File: src/rtl/phoenix_rom_loader.sv
// phoenix_rom_loader
// Decodes the HPS ioctl byte stream into write strobes for the Phoenix ROM
// regions, validates the downloaded image size and sequences the game core
// reset: held through download, released after a fixed settle period.
module phoenix_rom_loader #(
    parameter int unsigned HOLD_CYCLES = 1024,
    parameter int unsigned IMG_BYTES   = 25088
) (
    input  logic        clk,
    input  logic        reset,
    input  logic        soft_reset,
    input  logic        ioctl_download,
    input  logic        ioctl_wr,
    input  logic [24:0] ioctl_addr,
    input  logic [7:0]  ioctl_dout,
    output logic        prog_we,
    output logic        chr_bg_we,
    output logic        chr_fg_we,
    output logic        prom_we,
    output logic [13:0] wr_addr,
    output logic [7:0]  wr_data,
    output logic        core_reset,
    output logic        load_ok,
    output logic        load_err,
    output logic [15:0] byte_count
);

    localparam int unsigned CW = (HOLD_CYCLES > 2) ? $clog2(HOLD_CYCLES) : 1;
    localparam logic [CW-1:0] HOLD_LOAD = CW'(HOLD_CYCLES - 1);

    typedef enum logic [2:0] {
        S_NOROM,
        S_LOADING,
        S_SETTLE,
        S_RUN,
        S_ERROR
    } state_t;

    state_t        state;
    logic [CW-1:0] hold_cnt;
    logic          ovf;
    logic          dl_q;

    logic          sel_prog;
    logic          sel_bg;
    logic          sel_fg;
    logic          sel_prom;
    logic          in_map;
    logic [13:0]   offset;
    logic          dl_rise;
    logic          dl_fall;
    logic          accept;
    logic          acc_map;
    logic          acc_oom;

    assign dl_rise = ioctl_download & ~dl_q;
    assign dl_fall = dl_q & ~ioctl_download;

    // A byte is taken only inside a download that was entered via a rising
    // edge, so a download left running across a reset stays ignored.
    assign accept  = ioctl_wr & ioctl_download & ((state == S_LOADING) | dl_rise);
    assign acc_map = accept & in_map;
    assign acc_oom = accept & ~in_map;

    // Address map decode: region select and offset within region
    always_comb begin
        sel_prog = 1'b0;
        sel_bg   = 1'b0;
        sel_fg   = 1'b0;
        sel_prom = 1'b0;
        offset   = '0;
        if (ioctl_addr < 25'h4000) begin
            sel_prog = 1'b1;
            offset   = ioctl_addr[13:0];
        end else if (ioctl_addr < 25'h5000) begin
            sel_bg   = 1'b1;
            offset   = {2'b00, ioctl_addr[11:0]};
        end else if (ioctl_addr < 25'h6000) begin
            sel_fg   = 1'b1;
            offset   = {2'b00, ioctl_addr[11:0]};
        end else if (ioctl_addr < 25'h6200) begin
            sel_prom = 1'b1;
            offset   = {5'b00000, ioctl_addr[8:0]};
        end
    end

    assign in_map = sel_prog | sel_bg | sel_fg | sel_prom;

    // Registered write path: one strobe per accepted in-map byte, one cycle later
    always_ff @(posedge clk) begin
        // dl_q tracks the download line even in reset so that a download
        // already in progress does not look like a fresh rising edge.
        dl_q <= ioctl_download;
        if (reset) begin
            prog_we   <= 1'b0;
            chr_bg_we <= 1'b0;
            chr_fg_we <= 1'b0;
            prom_we   <= 1'b0;
            wr_addr   <= '0;
            wr_data   <= '0;
        end else begin
            prog_we   <= accept & sel_prog;
            chr_bg_we <= accept & sel_bg;
            chr_fg_we <= accept & sel_fg;
            prom_we   <= accept & sel_prom;
            if (acc_map) begin
                wr_addr <= offset;
                wr_data <= ioctl_dout;
            end
        end
    end

    // Load/settle/run sequencer with registered status and core reset
    always_ff @(posedge clk) begin
        if (reset) begin
            state      <= S_NOROM;
            hold_cnt   <= '0;
            ovf        <= 1'b0;
            byte_count <= '0;
            core_reset <= 1'b1;
            load_ok    <= 1'b0;
            load_err   <= 1'b0;
        end else if (dl_rise) begin
            state      <= S_LOADING;
            byte_count <= acc_map ? 16'd1 : 16'd0;
            ovf        <= acc_oom;
            core_reset <= 1'b1;
            load_ok    <= 1'b0;
            load_err   <= 1'b0;
        end else begin
            case (state)
                S_LOADING: begin
                    if (dl_fall) begin
                        if (byte_count == 16'(IMG_BYTES) && !ovf) begin
                            state    <= S_SETTLE;
                            hold_cnt <= HOLD_LOAD;
                            load_ok  <= 1'b1;
                        end else begin
                            state    <= S_ERROR;
                            load_err <= 1'b1;
                        end
                    end else begin
                        if (acc_map && byte_count != '1)
                            byte_count <= byte_count + 16'd1;
                        if (acc_oom)
                            ovf <= 1'b1;
                    end
                end
                S_SETTLE: begin
                    if (soft_reset) begin
                        hold_cnt <= HOLD_LOAD;
                    end else if (hold_cnt == '0) begin
                        state      <= S_RUN;
                        core_reset <= 1'b0;
                    end else begin
                        hold_cnt <= hold_cnt - CW'(1);
                    end
                end
                S_RUN: begin
                    if (soft_reset) begin
                        state      <= S_SETTLE;
                        hold_cnt   <= HOLD_LOAD;
                        core_reset <= 1'b1;
                    end
                end
                default: ;
            endcase
        end
    end

endmodule

File: config.mk
export PLATFORM = sky130hd
export DESIGN_NAME = phoenix_rom_loader
export DESIGN_NICKNAME = d
export VERILOG_FILES = /design/src/rtl/phoenix_rom_loader.sv
export SDC_FILE = /design/constraint.sdc
export NUM_CORES = 1
export LEC_CHECK = 0
export CAP_MARGIN = 20
export CORE_UTILIZATION = 43
export DETAILED_ROUTE_END_ITERATION = 8
export PLACE_DENSITY = 0.76
export SLEW_MARGIN = 20
export SYNTH_ARGS = -nofsm -noshare
export SYNTH_HDL_FRONTEND = slang
export SYNTH_SLANG_ARGS = --single-unit
File: constraint.sdc
create_clock -name clk -period 2 [get_ports clk]
set_input_delay 0.4 -clock clk [delete_from_list [all_inputs] [get_ports clk]]
set_output_delay 0.4 -clock clk [all_outputs]
set_load 0.02 [all_outputs]
---- Word-level counts from Yosys, hierarchy flattened ----
Cells that the tools add are included.
word-level totals
  flip-flop bits (word level) ............. 60
  input bits .............................. 38
  logic and storage cells ................. 115
  output and inout port bits .............. 45
cells by class
  order comparisons ....................... 4
  mux-type cells .......................... 40
  $add $sub $neg .......................... 2
  eq/ne operators ......................... 16
  bitwise logic cells ..................... 19
  reduce and logical (&&, ||, !) cells .... 19
operator list
  operator                 count
  $lt A25 B15 Y1 const B   4
  $mux W16                 4
  $mux W10                 5
  $pmux W10 S3             1
  $mux W12                 2
  $mux W1                  19
  $add A16 B1 Y16 const B  1
  $eq A16 B15 Y1 const B   1
  $ne A16 B16 Y1 const B   1
  $mux W3                  5
  $ne A3 B3 Y1 const B     5
  $mux W14                 1
  $reduce_and A3 Y1        4
  $and A1 B1 Y1            10
  $logic_not A10 Y1        1
  $ne A2 B2 Y1 const B     5
  $reduce_and A5 Y1        2
  $sub A10 B1 Y10 const B  1
  $mux W9                  1
  $pmux W3 S3              1
  $reduce_bool A2 Y1       4
  $eq A3 B2 Y1 const B     2
  $reduce_and A6 Y1        1
  $not A1 Y1               5
  10 further kinds         14

---- Longest topological paths before layout ----
Gate-level depths: netlist of the first run.
  depth after elaboration ................. 12
  mapped depth ............................ 8
  gate-level depth less buffers ........... 7

---- Worst setup path after synthesis of the first run ----
No wires, ideal clock.
  path type ............................... register to register
  start point ............................. register hold_cnt[0]
  end point ............................... register hold_cnt[5]
  arrival ................................. 1916 ps
  buffers on the path ..................... 0
  cell stages (with the launch flop) ...... 8
  path slack .............................. -54 ps
  library setup time ...................... 138 ps
  data required time ...................... 1862 ps
  clock period less this slack ............ 2054 ps
  cell sequence ........................... dfxtp_1 > inv_1 > ha_1 > or4b_1 > nor4_4 > nand2_1 > a31oi_1 > a311oi_1
between the ends
  longest elaborated chain between the ends .. 4
  elaborated cells on any way between the ends .. 7
  those cells by class .................... add/sub (1); eq/ne (1); mux (3); reduce/logical (2)
ends and longest elaborated chain
  item                    RTL line  text
  start, declared         40        logic [CW-1:0] hold_cnt;
  start signal, assigned  156       hold_cnt <= hold_cnt - CW'(1);
  $sub A10 B1 Y10         156
  $mux W10                152       end else if (hold_cnt == '0) begin
  $mux W10                150       if (soft_reset) begin
  $pmux W10 S3            131       case (state)
Several ways; a longest one is shown, not always the timed one. The select of a mux whose other input is x is not followed.
A chain may end at the register's enable or synchronous reset.

---- Final worst setup path of the first run ----
  start point ............................. input ioctl_addr[22]
  end point ............................... register byte_count[3]
between the ends
  longest elaborated chain between the ends .. 10
  elaborated cells on any way between the ends .. 21
  those cells by class .................... order compare (4); mux (10); bitwise (4); reduce/logical (3)
ends and longest elaborated chain
  item                                     RTL line    text
  start, declared                          14          input logic [24:0] ioctl_addr,
  $lt A25 B15 Y1 (on tied branches)        75, 78, 81
  $mux W1 (on tied branches)               75, 78, 81
  $mux W1 (on tied branches)               72, 75, 78
  $or A1 B1 Y1 (tied with other cells)     87          assign in_map = sel_prog | sel_bg | sel_fg | sel_prom;
  $or A1 B1 Y1 or $mux W1 (tied branches)  87, 72
  $or A1 B1 Y1 (*)                         87
  $and A1 B1 Y1 (*)                        62          assign acc_map = accept & in_map;
  $logic_and A1 B1 Y1 (*)                  143         if (acc_map && byte_count != '1)
  $reduce_bool A2 Y1 (no source line) (*)  n/a
  $reduce_and A3 Y1 (no source line) (*)   n/a
  end signal, assigned                     125         byte_count <= acc_map ? 16'd1 : 16'd0;
  end signal, assigned                     144         byte_count <= byte_count + 16'd1;
  end, declared                            25          output logic [15:0] byte_count
Mark *: on every way between the ends. The rest lies on a longest branch, timed or not.

==> run metrics, run 1 <==
status finished, violations left; violated checks design-rule violations, negative setup slack; Crit path depth 9; skew final 13.5 ps; CP Launch Type input port; 1st-iter DRT viols 220; vias post-DR 3244; R2R setup slack -20 ps; CP endpoint byte_count[3]$_SDFFE_PP0P_; Seq pwr share 43.9%; max-slew violations 0; Initial Utilization 45.2%; full die area 7080 um^2; largest net degree at the start of global routing 23; Tmin final 2050 ps; Net Sw Power 0.643 mW; Worst EP required 2240 ps; capture point of the worst reg-to-reg path hold_cnt[8]$_SDFFE_PP0P_; path type of the worst setup path in2reg; crit path from ioctl_addr[22]; worst slew pin tran 411 ps; Seq/Total Area, Yosys 41.4%; Final ANT Viol Nets 0; Sw Ratio 23.3%; leak pwr 1.72 nW; # IOs 83; worst path bufs/invs 4; mean number of vias per cell 5.67; worst min-delay path class in2reg; Critical Path, Cell by Cell clkdlybuf4s50_1 -> nor4_2 -> buf_4 -> nand4_1 -> buf_4 -> nor3_2 -> buf_4 -> a31oi_1 -> a41o_2; Clock Path Buffers 2; most used cell, CP buf_4; Syn. warnings 0; core area 6420 um^2; routed len/inst 15.9 um; first-pass GRT wire length 13.8 mm; maximum vdd drop 0.387 mV; CP Capture Type flip-flop; vias in the first global route 3023; number of buffers added on ports 82; fin crit share 103%; share of cells above drive strength 1 26.3%; Synth async-reset ratio 0%; root buf cell clkbuf_8; number of remaining DRC errors 13; Pwr Total 2.76 mW; combinational share of power 10.7%; R2R cell count 8; # nets final 534; max cap viols 0; Netlist cell types 51; area grow syn2layout 63.0%; diode count 0; GR Overflow Total 0; Worst-Skew Late Latency 350 ps; Worst Hold Margin 428 ps; top_reg_cell synth dfxtp_1; Fmax 487 MHz; crit path max fanout 5; Finish-stage setup viols 4; initial antenna violation count 0; H-tree levels 3; synth cell count leaders 60 x dfxtp_1, 55 x nand2_1, 42 x a21oi_1, 22 x nor2_1, 17 x nor3_1; DP Area 4230 um^2; Design Area, Final 4730 um^2; Die X 84.1 um; biggest area consumer among synthesized cells dfxtp_1; CP delay by family, top buffers and inverters; clock share of power 45.4%; TNS Setup -80.4 ps; Syn Inst Count 346; placer congestion estimate 0.872; Mapped Avg Cell Area 8.38 um^2; delay of the slowest cell on the worst path 420 ps; Fillers 450; Worst Path Arrival 2290 ps; crit path setup slack, layout -51.9 ps; Reg-to-Reg Start byte_count[0]$_SDFFE_PP0P_; pre-CTS setup slack -497 ps; Synth Register Bits 60; Slew HR 72.5%; Post-DP HPWL 6.05 mm; count leader, synth dfxtp_1; Overall Global Routing Usage 24.4%; CP max-delay cell clkdlybuf4s50_1; Internal Power 2.12 mW; EDFF count, synth 0; clock sink count 60; area of the multi-input gates 1810 um^2; clk slew on worst S/H paths 70 ps; ranking of synthesized cells by area dfxtp_1 41%, a21oi_1 7.2%, nand2_1 7.1%; total wire length 9.09 mm; FF+latch area 1200 um^2; CTS tree built; CTS buffer count 9; 1st-pass router iterations 7; row cnt 29; Post-Syn Nets 389; synthesized cell area 2900 um^2; Die H 84.1 um; Fin. Hold Viols 0; Yosys top cell area share 41.4%; Pwr Density 584 nW/um^2; RSZ-0062 raised after global routing yes
-- metrics by stage --
stage | utilization, % | instances
finish | 73.6 | 572
global route | 73.6 | 572
CTS | 70.0 | 568
detailed placement | 65.8 | 550
global placement | 65.8 | 550
floorplan | - | 346
-- placed cells by master (no fill, tap or decap), types with 4 or more instances in the layout --
cell / netlist / layout
clkdlybuf4s50_1: 0 / 81
nand2b_1: 8 / 8
nand4_1: 7 / 7
inv_1: 11 / 8
buf_4: 0 / 62
nor3_4: 0 / 4
or3_1: 11 / 10
clkbuf_8: 0 / 11
a311oi_1: 7 / 7
a31oi_1: 6 / 6
nor4_2: 0 / 6
nor2_1: 22 / 21
nand2_1: 55 / 54
o21ai_0: 13 / 12
nor3_1: 17 / 11
a21oi_1: 42 / 39
nand3_1: 11 / 11
dfxtp_1: 60 / 58
-- cell families (layout without fill, tap and decap cells) --
family	Yosys count	in the layout	synth area share (%)
compound gates	88	88	19.6
buf+inv	25	174	3.62
xor+xnor	3	3	0.906
simple gates	164	164	32.0
fa+ha+maj	5	5	2.16
flops	60	60	41.4
mux	1	1	0.345
-- worst min path at each step --
stage / from / end / cells after the start
6_report: ioctl_addr[12] / chr_bg_we$_SDFF_PP0_ / 3
5_1_grt: ioctl_addr[12] / prom_we$_SDFF_PP0_ / 3
4_1_cts: core_reset$_SDFFE_PP1P_ / core_reset$_SDFFE_PP1P_ / 2
3_5_place_dp: core_reset$_SDFFE_PP1P_ / core_reset$_SDFFE_PP1P_ / 2
3_3_place_gp: core_reset$_SDFFE_PP1P_ / core_reset$_SDFFE_PP1P_ / 2
2_1_floorplan: ioctl_download / dl_q$_DFF_P_ / 0
-- final cells by class --
type	count	area share, %
Clock buffer	11	3.20
Timing Repair Buffer	148	28.6
Multi-Input combinational cell	261	38.3
Tap cell	77	2.04
Clock inverter	4	1.54
Inverter	11	0.873
Sequential cell	60	25.5
-- worst min-delay path, delay by kind of cell --
family / cells / cell delay (ps)
AND/OR/NAND/NOR: 1 / 50
buffers and inverters: 2 / 270
-- sequential cells by signal (all words and copies together) (netlist names), 3 cells and up --
signal / count
hold_cnt: 10
wr_addr: 14
byte_count: 16
wr_data: 8
state: 3
-- layer usage --
metal / routed length [um] / GRT usage, %
met2: 4620 / 41.5
met1: 3810 / 29.4
met4: 216 / 12.1
met3: 436 / 4.75
met5: 0 / 0
-- power by group through the flow --
stage	Combinational, mW	Sequential (mW)	Clock, mW
floorplan	0.105	1.24	0
global placement	0.258	1.24	0
detailed placement	0.262	1.24	0
CTS	0.269	1.21	1.27
global route	0.316	1.21	1.33
finish	0.294	1.21	1.25
-- timing repair --
action / in CTS / in global routing
resized for setup: 7 / 43
buffers inserted: 2 / 4
pin swaps: 5 / 17
hold buffers: 0 / 0
cloned: 1 / 0
endpoints found under the setup margin: 19 / 34
Power figures use the tool's default switching activity.
==> run 2, diff against run 1 <==
--- a/config.mk
+++ b/config.mk
@@ -7,6 +7,7 @@
 export LEC_CHECK = 0
 export CAP_MARGIN = 20
 export CORE_UTILIZATION = 43
+export CTS_BUF_LIST = sky130_fd_sc_hd__clkbuf_16
 export DETAILED_ROUTE_END_ITERATION = 8
 export PLACE_DENSITY = 0.76
 export SLEW_MARGIN = 20
==> run 2 against run 1 <==
The run ends with design-rule violations left. Worst setup slack better by 66 ps. First-iteration DRC count decreased by 6.4%. Register-to-register slack gained 30 ps. Clock skew fell by 4.5 ps. Wire length down 0.99%. Maximum frequency grew 3.3%. Non-clock buffer count is 4 lower. Sequential power about the same. Hold slack got worse by 80 ps. Cell area is 1.7% higher. Sequential share of layout area down 0.33 points. Critical path depth is 2 lower. Largest cell class unchanged. Largest power group unchanged.
==> run metrics, run 2 (same netlist as run 1, synthesis figures left out) <==
full die area 7080 um^2 (unchanged); Slew HR 61.1% (was 72.5%); Pwr Total 3.11 mW (was 2.76 mW); Die X 84.1 um (unchanged); worst min-delay path class in2reg (unchanged); Overall Global Routing Usage 24.9% (was 24.4%); Tmin final 1990 ps (was 2050 ps); core area 6420 um^2 (unchanged); combinational share of power 9.4% (was 10.7%); maximum vdd drop 0.544 mV (was 0.387 mV); mean number of vias per cell 5.69 (was 5.67); vias in the first global route 3061 (was 3023); fin crit share 99.3% (was 103%); clock sink count 60 (unchanged); number of buffers added on ports 82 (unchanged); Worst-Skew Late Latency 330 ps (was 350 ps); leak pwr 1.82 nW (was 1.72 nW); root buf cell clkbuf_16 (was clkbuf_8); violated checks design-rule violations (was design-rule violations, negative setup slack); max-slew violations 0 (unchanged); most frequent cells in the layout 72 x clkdlybuf4s50_1, 56 x buf_4, 54 x dfxtp_1 (was 81 x clkdlybuf4s50_1, 62 x buf_4, 58 x dfxtp_1); Worst EP required 2240 ps (about the same); most common cell after layout, fill and taps aside clkdlybuf4s50_1 (unchanged); CTS tree built (unchanged); Reg-to-Reg Start byte_count[0]$_SDFFE_PP0P_ (unchanged); crit path from byte_count[0]$_SDFFE_PP0P_ (was ioctl_addr[22]); Internal Power 2.43 mW (was 2.12 mW); Initial Utilization 45.2% (unchanged); diode count 0 (unchanged); Sw Ratio 22.0% (was 23.3%); # nets final 530 (was 534); Top Registers byte_count (16), wr_addr (14), hold_cnt (10) (unchanged); RSZ-0062 raised after global routing yes (unchanged); share of cells above drive strength 1 25.9% (was 26.3%); first-pass GRT wire length 14.0 mm (was 13.8 mm); max reg flops 16 (unchanged); DP Area 4230 um^2 (unchanged); H-tree levels 3 (unchanged); Design Area, Final 4810 um^2 (was 4730 um^2); CP Launch Type flip-flop (was input port); number of remaining DRC errors 12 (was 13); Final ANT Viol Nets 0 (unchanged); 1st-iter DRT viols 206 (was 220); Fmax 504 MHz (was 487 MHz); Die H 84.1 um (unchanged); largest net degree at the start of global routing 23 (unchanged); path type of the worst setup path reg2reg (was in2reg); vias post-DR 3231 (was 3244); CTS buffer count 9 (unchanged); area grow syn2layout 65.8% (was 63.0%); crit path max fanout 4 (was 5); total wire length 9.00 mm (was 9.09 mm); hold path start ioctl_download (was ioctl_addr[12]); Clock Path Buffers 2 (unchanged); skew final 9.01 ps (was 13.5 ps); # IOs 83 (unchanged); Post-DP HPWL 6.05 mm (unchanged); 1st-pass router iterations 7 (unchanged); worst slew pin tran 578 ps (was 411 ps); Fin. Hold Viols 0 (unchanged); Worst Path Arrival 2220 ps (was 2290 ps); status finished, violations left (unchanged); Most flops, register byte_count (unchanged); Finish-stage setup viols 0 (was 4); Pwr Density 648 nW/um^2 (was 584 nW/um^2); Seq pwr share 39.0% (was 43.9%); Post-Route Utilization 74.9% (was 73.6%); clock share of power 51.6% (was 45.4%); placer congestion estimate 0.872 (unchanged); GR Overflow Total 0 (unchanged); Net Sw Power 0.686 mW (was 0.643 mW); TNS Setup 0 ps (was -80.4 ps); initial antenna violation count 0 (unchanged); row cnt 29 (unchanged); max cap viols 0 (unchanged); clk slew on worst S/H paths 50 ps (was 70 ps); routed len/inst 15.8 um (was 15.9 um); CP Capture Type flip-flop (unchanged)
run 2: path summary, 6_finish.rpt:
| kind | endpoint | slack, ps | depth (start not counted) |
|---|---|---|---|
| worst max-delay path | hold_cnt[8]$_SDFFE_PP0P_ | 10 | 7 |
| worst min-delay path | dl_q$_DFF_P_ | 350 | 2 |
| worst max register to register | hold_cnt[8]$_SDFFE_PP0P_ | 10 | 7 |
| worst min register to register | core_reset$_SDFFE_PP1P_ | 440 | 2 |
run 2: power by group through the flow:
stage	Sequential (mW)	Clock (mW)	Combinational [mW]
final	1.22	1.61	0.292
after global routing	1.22	1.69	0.313
after CTS	1.21	1.63	0.271
after detailed placement	1.24	0	0.262
after global placement	1.24	0	0.258
after floorplan	1.24	0	0.105
run 2: area by class of cell:
cell class | instances | area [um^2]
Clock buffer | 9 | 225
Clock inverter | 6 | 80.1
Tap cell | 77 | 96.3
Inverter | 11 | 41.3
Fill cell | 428 | 1610
Multi-Input combinational cell | 261 | 1810
Timing Repair Buffer | 144 | 1350
Sequential cell | 60 | 1210
run 2: through the flow:
step / hold slack [ps] / setup WS, ps / std cells
finish: 347 / 14.2 / 568
global route: 352 / -73.2 / 568
CTS: 448 / -3.86 / 567
detailed placement: 441 / -497 / 550
global placement: 428 / -414 / 550
floorplan: 428 / 14.9 / 346
run 2: timing repair:
action	4_1_cts	5_1_grt
resized for setup	12	50
cloned	1	1
endpoints found under the setup margin	19	44
setup buffers	1	0
hold buffers	0	0
pin swaps	8	16
run 2: routing by layer:
layer	vias up	share of wire, %	track usage (%)
li1	1564	-	-
met1	1542	42	29.5
met2	101	51	42.0
met3	24	4.1	4.95
met4	0	2.7	14.4
met5	-	0	0
run 2: worst max-delay path, stage by stage (launching register included):
cell and delay (ps):
dfxtp_2 330, inv_2 80, ha_4 130, nor4b_4 230, nand4_4 170, a2111o_1 520, buf_6 180, o32ai_2 240
==> run 3, diff against run 2 <==
==> constraint.sdc (replaced) <==
create_clock -name clk -period 2 [get_ports clk]
set_input_delay 0.4 -clock clk [delete_from_list [all_inputs] [get_ports clk]]
set_output_delay 0.4 -clock clk [all_outputs]
set_load 0.01 [all_outputs]
==> run 3 against run 2 <==
The run still ends with design-rule violations left. First-iteration DRC count decreased by 4.9%. Combinational power decreased by 5%. Worst setup slack improved by 12 ps. Cell count increased by 0.70%. Die area unchanged. Count of clock-buffer cells in the layout unchanged. Non-clock buffer count increased by 3. Via count decreased by 0.46%. Sequential share of layout area increased by 0.18 points. Critical path type unchanged. Largest cell class unchanged. Largest power group unchanged.
==> run metrics, run 3 (same netlist as run 1, synthesis figures left out) <==
status finished, violations left (unchanged); violated checks design-rule violations (unchanged); path type of the worst setup path reg2reg (unchanged); Finish-stage setup viols 0 (unchanged); Final ANT Viol Nets 0 (unchanged); pre-CTS setup slack -582 ps (was -497 ps); Overall Global Routing Usage 24.7% (was 24.9%); FF+latch area 1210 um^2 (about the same); Pwr Density 640 nW/um^2 (was 648 nW/um^2); Post-DP HPWL 6.16 mm (was 6.05 mm); vias post-DR 3216 (was 3231); 1st-pass router iterations 6 (was 7); core area 6420 um^2 (unchanged); clock share of power 51.1% (was 51.6%); CP Launch Type flip-flop (unchanged); Net Sw Power 0.733 mW (was 0.686 mW); full die area 7080 um^2 (unchanged); maximum vdd drop 0.473 mV (was 0.544 mV); max reg flops 16 (unchanged); crit path max fanout 5 (was 4); most common cell after layout, fill and taps aside clkdlybuf4s50_1 (unchanged); # nets final 533 (was 530); clk slew on worst S/H paths 60 ps (was 50 ps); RSZ-0062 raised after global routing yes (unchanged); Worst EP required 2240 ps (about the same); Initial Utilization 45.2% (unchanged); combinational share of power 9.0% (was 9.4%); share of cells above drive strength 1 24.8% (was 25.9%); total wire length 9.19 mm (was 9.00 mm); Top Registers byte_count (16), wr_addr (14), hold_cnt (10) (unchanged); clock sink count 60 (unchanged); Post-Route Utilization 74.2% (was 74.9%); number of remaining DRC errors 14 (was 12); area of the multi-input gates 1750 um^2 (was 1810 um^2); worst slew pin tran 417 ps (was 578 ps); Seq pwr share 39.9% (was 39.0%); number of buffers added on ports 82 (unchanged); placer congestion estimate 0.892 (was 0.872); first-pass GRT wire length 14.0 mm (about the same); diode count 0 (unchanged); leak pwr 1.79 nW (was 1.82 nW); largest net degree at the start of global routing 29 (was 23); Slew HR 72.1% (was 61.1%); crit path setup slack, layout 26.5 ps (was 14.2 ps); Fmax 507 MHz (was 504 MHz); GR Overflow Total 0 (unchanged); 1st-iter DRT viols 196 (was 206); Fillers 453 (was 428); H-tree levels 3 (unchanged); Die H 84.1 um (unchanged); Internal Power 2.32 mW (was 2.43 mW); CP Capture Type flip-flop (unchanged); most frequent cells in the layout 75 x clkdlybuf4s50_1, 56 x dfxtp_1, 56 x buf_4 (was 72 x clkdlybuf4s50_1, 56 x buf_4, 54 x dfxtp_1); # IOs 83 (unchanged); vias in the first global route 2941 (was 3061); fin crit share 98.7% (was 99.3%); Fin. Hold Viols 0 (unchanged); Tmin final 1970 ps (was 1990 ps); Clock Path Buffers 2 (unchanged); Die X 84.1 um (unchanged); routed len/inst 16.1 um (was 15.8 um); worst min-delay path class in2reg (unchanged); max cap viols 0 (unchanged); Worst Path Arrival 2210 ps (was 2220 ps); Most flops, register byte_count (unchanged); initial antenna violation count 0 (unchanged); Worst-Skew Late Latency 330 ps (about the same); skew final 7.10 ps (was 9.01 ps); root buf cell clkbuf_16 (unchanged); CTS buffer count 9 (unchanged); row cnt 29 (unchanged); Post-CTS Hold Buffers 0 (unchanged); mean number of vias per cell 5.62 (was 5.69); max-slew violations 0 (unchanged); area grow syn2layout 64.3% (was 65.8%); Sw Ratio 24.0% (was 22.0%); CTS tree built (unchanged)
run 3: layout make-up:
cell class              instances  area share (%)
repair buffers                147            28.7
multi-input cells             261            36.8
well taps                      77            2.02
clock buffers                   9            4.73
flip-flops and latches         60            25.3
clock inverters                 7            1.60
inverters                      11           0.866
run 3: power groups by stage:
stage / Combinational (mW) / Sequential [mW] / Clock [mW]
3_5_place_dp: 0.250 / 1.24 / 0
5_1_grt: 0.294 / 1.22 / 1.65
6_report: 0.276 / 1.22 / 1.56
3_3_place_gp: 0.246 / 1.24 / 0
4_1_cts: 0.262 / 1.22 / 1.57
2_1_floorplan: 0.105 / 1.24 / 0
run 3: per-layer routing:
metal	GRT usage [%]	wire length (um)	up-vias
met3	6.33	495	18
met5	0	0	-
met4	8.31	183	0
met1	29.8	3840	1526
li1	-	-	1565
met2	42.8	4670	107
run 3: final timing paths:
kind | from | endpoint | slack (ps) | cells after the start
worst max-delay path | byte_count[0]$_SDFFE_PP0P_ | hold_cnt[8]$_SDFFE_PP0P_ | 30 | 7
worst min-delay path | ioctl_download | dl_q$_DFF_P_ | 380 | 1
worst max register to register | byte_count[0]$_SDFFE_PP0P_ | hold_cnt[8]$_SDFFE_PP0P_ | 30 | 7
worst min register to register | core_reset$_SDFFE_PP1P_ | core_reset$_SDFFE_PP1P_ | 430 | 2
run 3: stage by stage:
step | std cells | instance area (um^2) | TNS [ps] | total power, mW | hold WS (ps)
after floorplan | 346 | 2900 | 0 | 1.34 | 428
after global placement | 549 | 4220 | -12920 | 1.49 | 427
after detailed placement | 549 | 4220 | -15030 | 1.49 | 432
after CTS | 569 | 4640 | 0 | 3.04 | 376
after global routing | 572 | 4770 | -623 | 3.16 | 390
final | 572 | 4770 | 0 | 3.05 | 383
run 3: worst max-delay path: stages, from the launching register on:
cell and delay (ps):
dfxtp_2 320, inv_2 80, ha_4 130, nor4b_4 230
nand4_4 150, a2111o_1 550, buf_6 190, o32ai_2 230
run 3: what timing repair did:
action	CTS	global route
cloned	0	1
resized for setup	20	28
pin swaps	15	13
setup endpoints to repair	14	34
buffers inserted	4	2
